===== src/rtl/pipe_pkg.sv =====
// Shared definitions for the elastic pipeline register: stage-state encoding
// used for decode/debug, and the occupancy-width helper.
package pipe_pkg;

    // Stage state as seen through {skid_valid, main_valid}.
    // 2'b10 (skid without main) is unreachable and is treated as a fault.
    typedef enum logic [1:0] {
        ST_EMPTY = 2'b00,
        ST_HALF  = 2'b01,
        ST_FULL  = 2'b11
    } stage_state_e;

    localparam int unsigned DEFAULT_WIDTH = 8;
    localparam int unsigned DEFAULT_DEPTH = 2;

    // Bits needed to count 0 .. 2*depth held beats.
    function automatic int unsigned occ_width(input int unsigned depth);
        return $clog2(2 * depth + 1);
    endfunction

    // Decode the two valid bits of a stage into its state.
    function automatic stage_state_e stage_state(input logic main_v, input logic skid_v);
        stage_state_e st;
        case ({skid_v, main_v})
            2'b00:   st = ST_EMPTY;
            2'b01:   st = ST_HALF;
            2'b11:   st = ST_FULL;
            default: st = ST_FULL;
        endcase
        return st;
    endfunction

endpackage


===== src/rtl/pipe_stage_skid.sv =====
// One elastic stage: main register plus skid register. All outputs come
// straight from flops; ready toward upstream is the inverse of skid valid,
// so no combinational path exists from o_ready to i_ready.
module pipe_stage_skid
    import pipe_pkg::*;
#(
    parameter int unsigned      WIDTH       = 8,
    parameter logic [WIDTH-1:0] RESET_VALUE = {WIDTH{1'b0}}
) (
    input  logic             clk,
    input  logic             reset,
    input  logic             flush,
    input  logic             i_valid,
    input  logic [WIDTH-1:0] i_data,
    output logic             i_ready,
    output logic             o_valid,
    output logic [WIDTH-1:0] o_data,
    input  logic             o_ready
);

    logic             main_v_q, main_v_d;
    logic             skid_v_q, skid_v_d;
    logic [WIDTH-1:0] main_dat_q, main_dat_d;
    logic [WIDTH-1:0] skid_dat_q, skid_dat_d;

    logic             i_hs_s;
    logic             o_hs_s;
    logic [1:0]       state_raw_s;
    stage_state_e     state_s;

    assign i_hs_s      = i_valid & ~skid_v_q;
    assign o_hs_s      = main_v_q & o_ready;
    assign state_raw_s = {skid_v_q, main_v_q};
    assign state_s     = stage_state(main_v_q, skid_v_q);

    assign i_ready = ~skid_v_q;
    assign o_valid = main_v_q;
    assign o_data  = main_dat_q;

    // Next-state logic: data registers load only on the transitions that need them.
    always_comb begin
        main_v_d   = main_v_q;
        skid_v_d   = skid_v_q;
        main_dat_d = main_dat_q;
        skid_dat_d = skid_dat_q;
        if (flush) begin
            main_v_d = 1'b0;
            skid_v_d = 1'b0;
        end else if (state_raw_s == 2'b10) begin
            // Skid valid without main valid cannot arise; drop back to empty.
            main_v_d = 1'b0;
            skid_v_d = 1'b0;
        end else begin
            case (state_s)
                ST_EMPTY: begin
                    if (i_hs_s) begin
                        main_v_d   = 1'b1;
                        main_dat_d = i_data;
                    end else begin
                        main_v_d = 1'b0;
                    end
                end
                ST_HALF: begin
                    if (i_hs_s && o_hs_s) begin
                        main_dat_d = i_data;
                    end else if (i_hs_s) begin
                        skid_v_d   = 1'b1;
                        skid_dat_d = i_data;
                    end else if (o_hs_s) begin
                        main_v_d = 1'b0;
                    end else begin
                        main_v_d = 1'b1;
                    end
                end
                ST_FULL: begin
                    if (o_hs_s) begin
                        main_dat_d = skid_dat_q;
                        skid_v_d   = 1'b0;
                    end else begin
                        skid_v_d = 1'b1;
                    end
                end
                default: begin
                    main_v_d = 1'b0;
                    skid_v_d = 1'b0;
                end
            endcase
        end
    end

    // Stage registers with synchronous reset to empty and RESET_VALUE data.
    always_ff @(posedge clk) begin
        if (reset) begin
            main_v_q   <= 1'b0;
            skid_v_q   <= 1'b0;
            main_dat_q <= RESET_VALUE;
            skid_dat_q <= RESET_VALUE;
        end else begin
            main_v_q   <= main_v_d;
            skid_v_q   <= skid_v_d;
            main_dat_q <= main_dat_d;
            skid_dat_q <= skid_dat_d;
        end
    end

endmodule


===== src/rtl/pipe_reg_elastic.sv =====
// Elastic pipeline register: a chain of DEPTH skid stages with a
// valid/ready handshake, synchronous flush and a registered occupancy count.
module pipe_reg_elastic
    import pipe_pkg::*;
#(
    parameter int unsigned      WIDTH       = DEFAULT_WIDTH,
    parameter int unsigned      DEPTH       = DEFAULT_DEPTH,
    parameter logic [WIDTH-1:0] RESET_VALUE = {WIDTH{1'b0}}
) (
    input  logic                           clk,
    input  logic                           reset,
    input  logic                           flush,
    input  logic                           in_valid,
    input  logic [WIDTH-1:0]               in_data,
    output logic                           in_ready,
    output logic                           out_valid,
    output logic [WIDTH-1:0]               out_data,
    input  logic                           out_ready,
    output logic [$clog2(2*DEPTH+1)-1:0]   occupancy
);

    localparam int unsigned OCC_W = occ_width(DEPTH);

    if (DEPTH < 1) begin : g_bad_depth
        $error("pipe_reg_elastic: DEPTH must be at least 1");
    end
    if (WIDTH < 1) begin : g_bad_width
        $error("pipe_reg_elastic: WIDTH must be at least 1");
    end

    // Index k is the input side of stage k; index k+1 is its output side.
    logic             chain_valid_s [DEPTH+1];
    logic             chain_ready_s [DEPTH+1];
    logic [WIDTH-1:0] chain_data_s  [DEPTH+1];

    logic             in_hs_s;
    logic             out_hs_s;
    logic [OCC_W-1:0] occ_q, occ_d;

    assign chain_valid_s[0]     = in_valid;
    assign chain_data_s[0]      = in_data;
    assign in_ready             = chain_ready_s[0];
    assign out_valid            = chain_valid_s[DEPTH];
    assign out_data             = chain_data_s[DEPTH];
    assign chain_ready_s[DEPTH] = out_ready;

    for (genvar k = 0; k < DEPTH; k++) begin : g_stage
        pipe_stage_skid #(
            .WIDTH       (WIDTH),
            .RESET_VALUE (RESET_VALUE)
        ) u_stage (
            .clk     (clk),
            .reset   (reset),
            .flush   (flush),
            .i_valid (chain_valid_s[k]),
            .i_data  (chain_data_s[k]),
            .i_ready (chain_ready_s[k]),
            .o_valid (chain_valid_s[k+1]),
            .o_data  (chain_data_s[k+1]),
            .o_ready (chain_ready_s[k+1])
        );
    end

    assign in_hs_s   = in_valid & in_ready;
    assign out_hs_s  = out_valid & out_ready;
    assign occupancy = occ_q;

    // Occupancy next value: +1 per accepted beat, -1 per emitted beat, 0 on flush.
    always_comb begin
        occ_d = occ_q;
        if (flush) begin
            occ_d = {OCC_W{1'b0}};
        end else begin
            case ({in_hs_s, out_hs_s})
                2'b10:   occ_d = occ_q + OCC_W'(1'b1);
                2'b01:   occ_d = occ_q - OCC_W'(1'b1);
                default: occ_d = occ_q;
            endcase
        end
    end

    // Occupancy register, cleared by reset.
    always_ff @(posedge clk) begin
        if (reset) begin
            occ_q <= {OCC_W{1'b0}};
        end else begin
            occ_q <= occ_d;
        end
    end

endmodule


===== config.mk =====
export PLATFORM = sky130hd
export DESIGN_NAME = pipe_reg_elastic
export DESIGN_NICKNAME = d
export VERILOG_FILES = /design/src/rtl/pipe_pkg.sv /design/src/rtl/pipe_stage_skid.sv /design/src/rtl/pipe_reg_elastic.sv
export SDC_FILE = /design/constraint.sdc
export NUM_CORES = 1
export LEC_CHECK = 0
export CORE_UTILIZATION = 45
export DETAILED_ROUTE_END_ITERATION = 6
export PLACE_DENSITY = 0.79
export REMOVE_ABC_BUFFERS = 1
export SYNTH_ARGS = -nofsm -noshare
export SYNTH_HDL_FRONTEND = slang
export SYNTH_SLANG_ARGS = --single-unit

===== constraint.sdc =====
create_clock -name clk -period 4.8 [get_ports clk]
set_input_delay 0.48 -clock clk [delete_from_list [all_inputs] [get_ports clk]]
set_output_delay 0.48 -clock clk [all_outputs]
set_load 0.01 [all_outputs]

==> key figures, run 1 <==
Timing
  – Final Max Slew Viols: 0
  – RSZ-0062 raised after global routing: false
  – Max_slew headroom: 54.66%
  – FMAX: 0.4795 GHz
  – Worst Skew: 0.007714 ns
  – Hold Fails Final Rpt: 0
  – Endpoints failing setup: 0
  – Tcrit/Tclk final: 43.45%
  – Hold_ws: 0.4749 ns
  – Worst Tran Pin Value: 0.6792 ns
  – Fin crit period: 2.085 ns
  – Setup TNS: 0 ns

Global routing
  – Vias in the first global route: 1155
  – GRT Total Usage: 15.08%
  – Met2 usage: 22.92%
  – GR peak layer: met2
  – Met1 Use GR: 19.11%
  – First-pass GRT wire length: 5.085 mm
  – Largest net degree at the start of global routing: 39
  – Met3 GRT Util: 3.500%
  – Initial antenna violation count: 0
  – Total gr overflow: 0

Finish
  – Reg area: 780.7 um2
  – Diode count: 0
  – Most frequent cells in the layout: 41 x mux2i_1, 39 x dfxtp_1, 34 x nand2b_1
  – Area delta synth->final: 14.35%
  – Final net count: 223
  – Most common cell after layout, fill and taps aside: mux2i_1
  – Final core occ: 54.90%
  – Ratio of cells with drive above 1 in the final layout: 9.091%
  – Footprint of the multi-input gates: 1050 um2
  – Fill cell count: 384

CTS
  – Post-CTS setup buffer count: 0
  – TritonCTS clock tree: yes
  – # hold bufs at CTS: 0
  – CTS max path bufs: 2
  – Post-CTS sizing: 0
  – Clk_lat worst skew: 0.29 ns
  – Worst-path clk slew: 0.07 ns
  – TritonCTS Buffers: 5
  – Clock sinks: 39
  – Htree depth: 2
  – Clock root buffer master: clkbuf_8

Synth
  – Post-synth EDFFs: 0
  – Synth async-reset ratio: 0%
  – Sequential fraction of the synthesis area: 39.80%
  – Synth Warn #: 0
  – Seq cells post-synth: 39
  – Post-synth top area share: 39.80%
  – Largest cells by area after synthesis: dfxtp_1 40%, mux2i_1 21%, nand2b_1 11%
  – Distinct cell type count after synthesis: 26
  – Syn_area_per_cell: 10.06 um2
  – Syn Inst Count: 195
  – Post-synth top area cell: dfxtp_1
  – Mapped Area: 1962 um2
  – Synth Flop Type: dfxtp_1

Setup path
  – WS Path Type: reg -> out
  – Reg2reg path depth: 6
  – Critical Path Start Type: flip-flop
  – Crit. End Element: primary output
  – Worst EP arrival: 1.61 ns
  – Critical Path RT: 4.32 ns
  – Max FO, Critical Path: 13

Floorplan
  – Full die area: 4628 um2
  – Core Footprint: 4086 um2
  – Cell row count: 23
  – Initial core utilization: 48.01%
  – Die Wd: 68.03 um
  – IO Count: 26
  – Die H: 68.03 um

Drt
  – Residual DRC count: 0
  – Total Wirelength: 3.015 mm
  – Iteration count of the initial detailed-routing pass: 4
  – Post-route ant nets: 0
  – Starting DRC count in detailed routing: 64
  – Post-DR wirelength/cell: 11.64 um
  – DR vias: 1229
  – Vias per std cell: 4.745

Flow run
  – Max Cap Viol: 0

Placement
  – Placer Congestion: 0.7507
  – Port Buffers: 25
  – DPL Wire Length: 2.029 mm

Worst hold path
  – Hold depth: 2
  – Min-delay worst type: reg -> reg

Power
  – Worst VDD drop: 0.1362 mV
  – P_leak: 0.0008593 uW
  – Pwr per Cell Area: 264.0 nW/um2

Run status
  – Status: complete, no violations
==> metrics by stage <==
| step | setup slack [ns] | cells | area [um2] | power [uW] |
|---|---|---|---|---|
| 2_1_floorplan | 2.925 | 175 | 1838 | 364.7 |
| 3_3_place_gp | 2.466 | 251 | 2158 | 388.2 |
| 3_5_place_dp | 2.432 | 251 | 2158 | 388.8 |
| 4_1_cts | 2.684 | 259 | 2243 | 601.5 |
| 5_1_grt | 2.616 | 259 | 2243 | 621.7 |
| 6_report | 2.715 | 259 | 2243 | 592.3 |
==> power by group <==
part | switching [uW] | internal (uW)
registers | 3.38 | 328
clock network | 110 | 101
logic | 21.5 | 27.8
==> cell type report <==
| type | instances | area share [%] |
|---|---|---|
| repair buffers | 26 | 11.49 |
| multi-input cells | 134 | 46.79 |
| clock buffers | 6 | 3.235 |
| well taps | 50 | 2.789 |
| clock inverters | 2 | 0.5577 |
| flip-flops and latches | 39 | 34.80 |
| inverters | 2 | 0.3346 |
==> critical path, stage by stage, from the launching register on <==
cell             delay (ns)
dfxtp_1                0.71
inv_1                  0.11
clkdlybuf4s50_1        0.50
==> logic make-up (layout without fill, tap and decap cells) <==
logic type / Yosys count / count (layout) / share of synthesized area, %
simple gates: 74 / 74 / 23.34
mux: 49 / 49 / 25.51
flops: 39 / 39 / 39.80
buf+inv: 22 / 36 / 6.696
compound gates: 7 / 7 / 2.104
fa+ha+maj: 2 / 2 / 1.658
xor+xnor: 2 / 2 / 0.8930
==> registers in the layout (all words and copies together), names as in the netlist <==
register and cells:
g_stage.u_stage.skid_dat_q 16, g_stage.u_stage.skid_v_q 2, g_stage.u_stage.o_data 16, g_stage.u_stage.o_valid 2
occupancy 3
==> synth_stat cells, types with 2 or more instances <==
| cell | count |
|---|---|
| nor2b_1 | 9 |
| nand2b_1 | 34 |
| nor3_1 | 2 |
| a21oi_1 | 3 |
| nand2b_4 | 2 |
| buf_2 | 3 |
| dfxtp_1 | 39 |
| mux2i_1 | 41 |
| buf_4 | 10 |
| mux2_2 | 8 |
| nor2_1 | 12 |
| o21ai_0 | 3 |
| inv_1 | 2 |
| clkbuf_1 | 6 |
| or2_1 | 9 |
| or3_1 | 2 |
==> per-layer routing <==
layer  share of wire (%)  vias up
met5                   0        -
met4                 2.3        0
met3                 2.9        6
met2                  43       20
met1                  52      540
li1                    -      663
==> path summary, 6_finish.rpt <==
check                                                     start                                       endpoint  slack (ns)
hold / removal    g_stage[0].u_stage.skid_dat_q[6]$_SDFFE_PP0P_  g_stage[0].u_stage.skid_dat_q[6]$_SDFFE_PP0P_        0.47
setup / recovery       g_stage[0].u_stage.skid_v_q$_SDFFE_PP0P_                                       in_ready        2.71
setup reg to reg       g_stage[0].u_stage.skid_v_q$_SDFFE_PP0P_                      occupancy[2]$_SDFFE_PP0P_        2.77
hold reg to reg   g_stage[0].u_stage.skid_dat_q[6]$_SDFFE_PP0P_  g_stage[0].u_stage.skid_dat_q[6]$_SDFFE_PP0P_        0.47
No activity file was read; power rests on OpenSTA's default activity.
==> run 2, diff against run 1 <==
Settings changed: PLACE_DENSITY 0.79 to 0.82.
Clock period 4.8 ns to 1.9 ns, I/O delays scaled along.
==> key figures, run 2 (synthesis gave the netlist of run 1 again) <==
Global routing
  – Total gr overflow: 0 (unchanged)
  – Initial antenna violation count: 0 (unchanged)
  – First-pass GRT wire length: 5.037 mm (was 5.085 mm)
  – Largest net degree at the start of global routing: 58 (was 39)
  – Vias in the first global route: 1150 (was 1155)
  – GRT Total Usage: 15.07% (was 15.08%)

CTS
  – TritonCTS clock tree: yes (unchanged)
  – Post-CTS setup buffer count: 0 (unchanged)
  – Clock sinks: 39 (unchanged)
  – Clock root buffer master: clkbuf_8 (unchanged)
  – Clk_lat worst skew: 0.29 ns (about the same)
  – Worst-path clk slew: 0.07 ns (about the same)
  – TritonCTS Buffers: 5 (unchanged)
  – CTS max path bufs: 2 (unchanged)
  – # hold bufs at CTS: 0 (unchanged)
  – Htree depth: 2 (unchanged)
  – Post-CTS sizing: 0 (unchanged)

Setup path
  – WS Path Type: in -> reg (was reg -> out)
  – Max FO, Critical Path: 2 (was 13)
  – Crit. End Element: flip-flop (was primary output)
  – Family with the most delay on the worst path: adder cells (was flip-flops)
  – CP cell instances: clkdlybuf4s50_1 > nand2b_4 > ha_1 > fa_1 > xnor2_1 > or3_1 > a21oi_1 (was inv_1 > clkdlybuf4s50_1)
  – Worst EP arrival: 1.98 ns (was 1.61 ns)
  – Crit Reg-Reg Startpoint: g_stage[0].u_stage.skid_v_q$_SDFFE_PP0P_ (unchanged)
  – Critical Path Start Type: input pin (was flip-flop)
  – WP buf/inv: 1 (was 2)
  – Max incr delay on CP: 0.52 ns (was 0.71 ns)
  – Reg2reg path depth: 6 (unchanged)
  – Critical Path RT: 2.12 ns (was 4.32 ns)
  – Worst R2R End: occupancy[2]$_SDFFE_PP0P_ (unchanged)
  – Critical path's slowest cell: clkdlybuf4s50_1 (was dfxtp_1)
  – Worst reg2reg setup slack: 0.18 ns (was 2.77 ns)

Timing
  – Tcrit/Tclk final: 92.61%
  – Max_slew headroom: 68.09% (was 54.66%)
  – Setup TNS: 0 ns (unchanged)
  – Fin crit period: 1.759 ns
  – Worst Skew: 0.009145 ns (was 0.007714 ns)
  – Worst Tran Pin Value: 0.4786 ns (was 0.6792 ns)
  – RSZ-0062 raised after global routing: false (unchanged)
  – Final WS setup: 0.1405 ns (was 2.715 ns)
  – FMAX: 0.5683 GHz
  – Hold Fails Final Rpt: 0 (unchanged)
  – Final Max Slew Viols: 0 (unchanged)
  – Endpoints failing setup: 0 (unchanged)

Finish
  – Most common cell after layout, fill and taps aside: mux2i_1 (unchanged)
  – Diode count: 0 (unchanged)
  – Final net count: 232 (was 223)
  – Non-Filler Instances: 267 (was 259)
  – Ratio of cells with drive above 1 in the final layout: 12.90% (was 9.091%)
  – Area delta synth->final: 18.56% (was 14.35%)
  – Most frequent cells in the layout: 41 x mux2i_1, 39 x dfxtp_1, 34 x nand2b_1 (unchanged)
  – Final core occ: 56.92% (was 54.90%)

Power
  – Worst VDD drop: 0.2553 mV (was 0.1362 mV)
  – P_leak: 0.0009163 uW (was 0.0008593 uW)
  – Pwr per Cell Area: 657.4 nW/um2 (was 264.0 nW/um2)

Drt
  – Post-DR wirelength/cell: 11.61 um (was 11.64 um)
  – Iteration count of the initial detailed-routing pass: 3 (was 4)
  – Vias per std cell: 4.809 (was 4.745)
  – Post-route ant nets: 0 (unchanged)
  – Starting DRC count in detailed routing: 62 (was 64)
  – Residual DRC count: 0 (unchanged)
  – DR vias: 1284 (was 1229)
  – Total Wirelength: 3.101 mm (was 3.015 mm)

Placement
  – Port Buffers: 25 (unchanged)
  – Dpl ws: -0.1637 ns (was 2.432 ns)
  – Cell total after placement: 260 (was 251)
  – Placer Congestion: 0.7256 (was 0.7507)
  – DPL Wire Length: 2.199 mm (was 2.029 mm)

Floorplan
  – Core Footprint: 4086 um2 (unchanged)
  – Full die area: 4628 um2 (unchanged)
  – Die H: 68.03 um (unchanged)
  – Cell row count: 23 (unchanged)
  – IO Count: 26 (unchanged)
  – Initial core utilization: 48.01% (unchanged)
  – Die Wd: 68.03 um (unchanged)

Flow run
  – Max Cap Viol: 0 (unchanged)

Worst hold path
  – Min-delay worst type: reg -> reg (unchanged)
  – Min-Delay Endpoint: g_stage[0].u_stage.skid_dat_q[6]$_SDFFE_PP0P_ (unchanged)
  – Min-delay src: g_stage[0].u_stage.skid_dat_q[6]$_SDFFE_PP0P_ (unchanged)
  – Hold depth: 2 (unchanged)

Run status
  – Status: complete, no violations (unchanged)
-- run 2: changes by cell type in the layout (fill, tap and decap cells not counted) --
cell / change
clkbuf_1: -1
buf_12: +1
clkinvlp_4: -1
clkbuf_8: +1
buf_4: +8
-- run 2: stage by stage --
step                total power, uW  cell area [um2]  hold slack (ns)
CTS                            1545             2326           0.4824
global route                   1595             2326           0.5001
global placement              988.9             2238           0.4573
finish                         1529             2326           0.4760
detailed placement            990.9             2238           0.4705
floorplan                     921.2             1838           0.3447
-- run 2: routing by layer --
layer	part of all wire, %	GRT usage [%]	vias to the layer above	routed length [um]
met5	0	0	-	0
met4	1.9	7.813	0	58
met3	2.7	5.000	4	84
met2	48	24.39	18	1478
met1	48	17.55	577	1480
li1	-	-	685	-
-- run 2: worst reg2reg max path, stage by stage (launching register included) --
cell and delay (ns):
dfxtp_1 0.32, nand2b_4 0.14, ha_1 0.22, fa_1 0.38
xnor2_1 0.14, or3_1 0.31, a21oi_1 0.15
-- run 2: how the worst max path moves through the flow --
stage / cells after the start / start / slack (ns) / endpoint
detailed placement: 7 / in_valid / -0.16 / occupancy[2]$_SDFFE_PP0P_
global route: 7 / in_valid / 0.02 / occupancy[2]$_SDFFE_PP0P_
CTS: 7 / in_valid / 0.14 / occupancy[2]$_SDFFE_PP0P_
global placement: 7 / in_valid / -0.1 / occupancy[2]$_SDFFE_PP0P_
floorplan: 6 / g_stage[0].u_stage.skid_v_q$_SDFFE_PP0P_ / 0.03 / occupancy[2]$_SDFFE_PP0P_
finish: 7 / in_valid / 0.14 / occupancy[2]$_SDFFE_PP0P_
-- run 2: area by class of cell --
class,count,area (um2)
clock buffer,6,82.58
clock inverter,1,5.005
fill,385,1760
inverter,2,7.507
multi-input combinational,134,1050
sequential,39,780.7
tap,50,62.56
timing repair buffer,35,337.8
-- run 2: power breakdown --
part / leakage (uW) / internal, uW / switching [uW]
combinational: 0.000554 / 76.8 / 56.0
sequential: 0.000315 / 830 / 8.17
clock: 0.0000470 / 284 / 274
total: 0.000916 / 1190 / 338
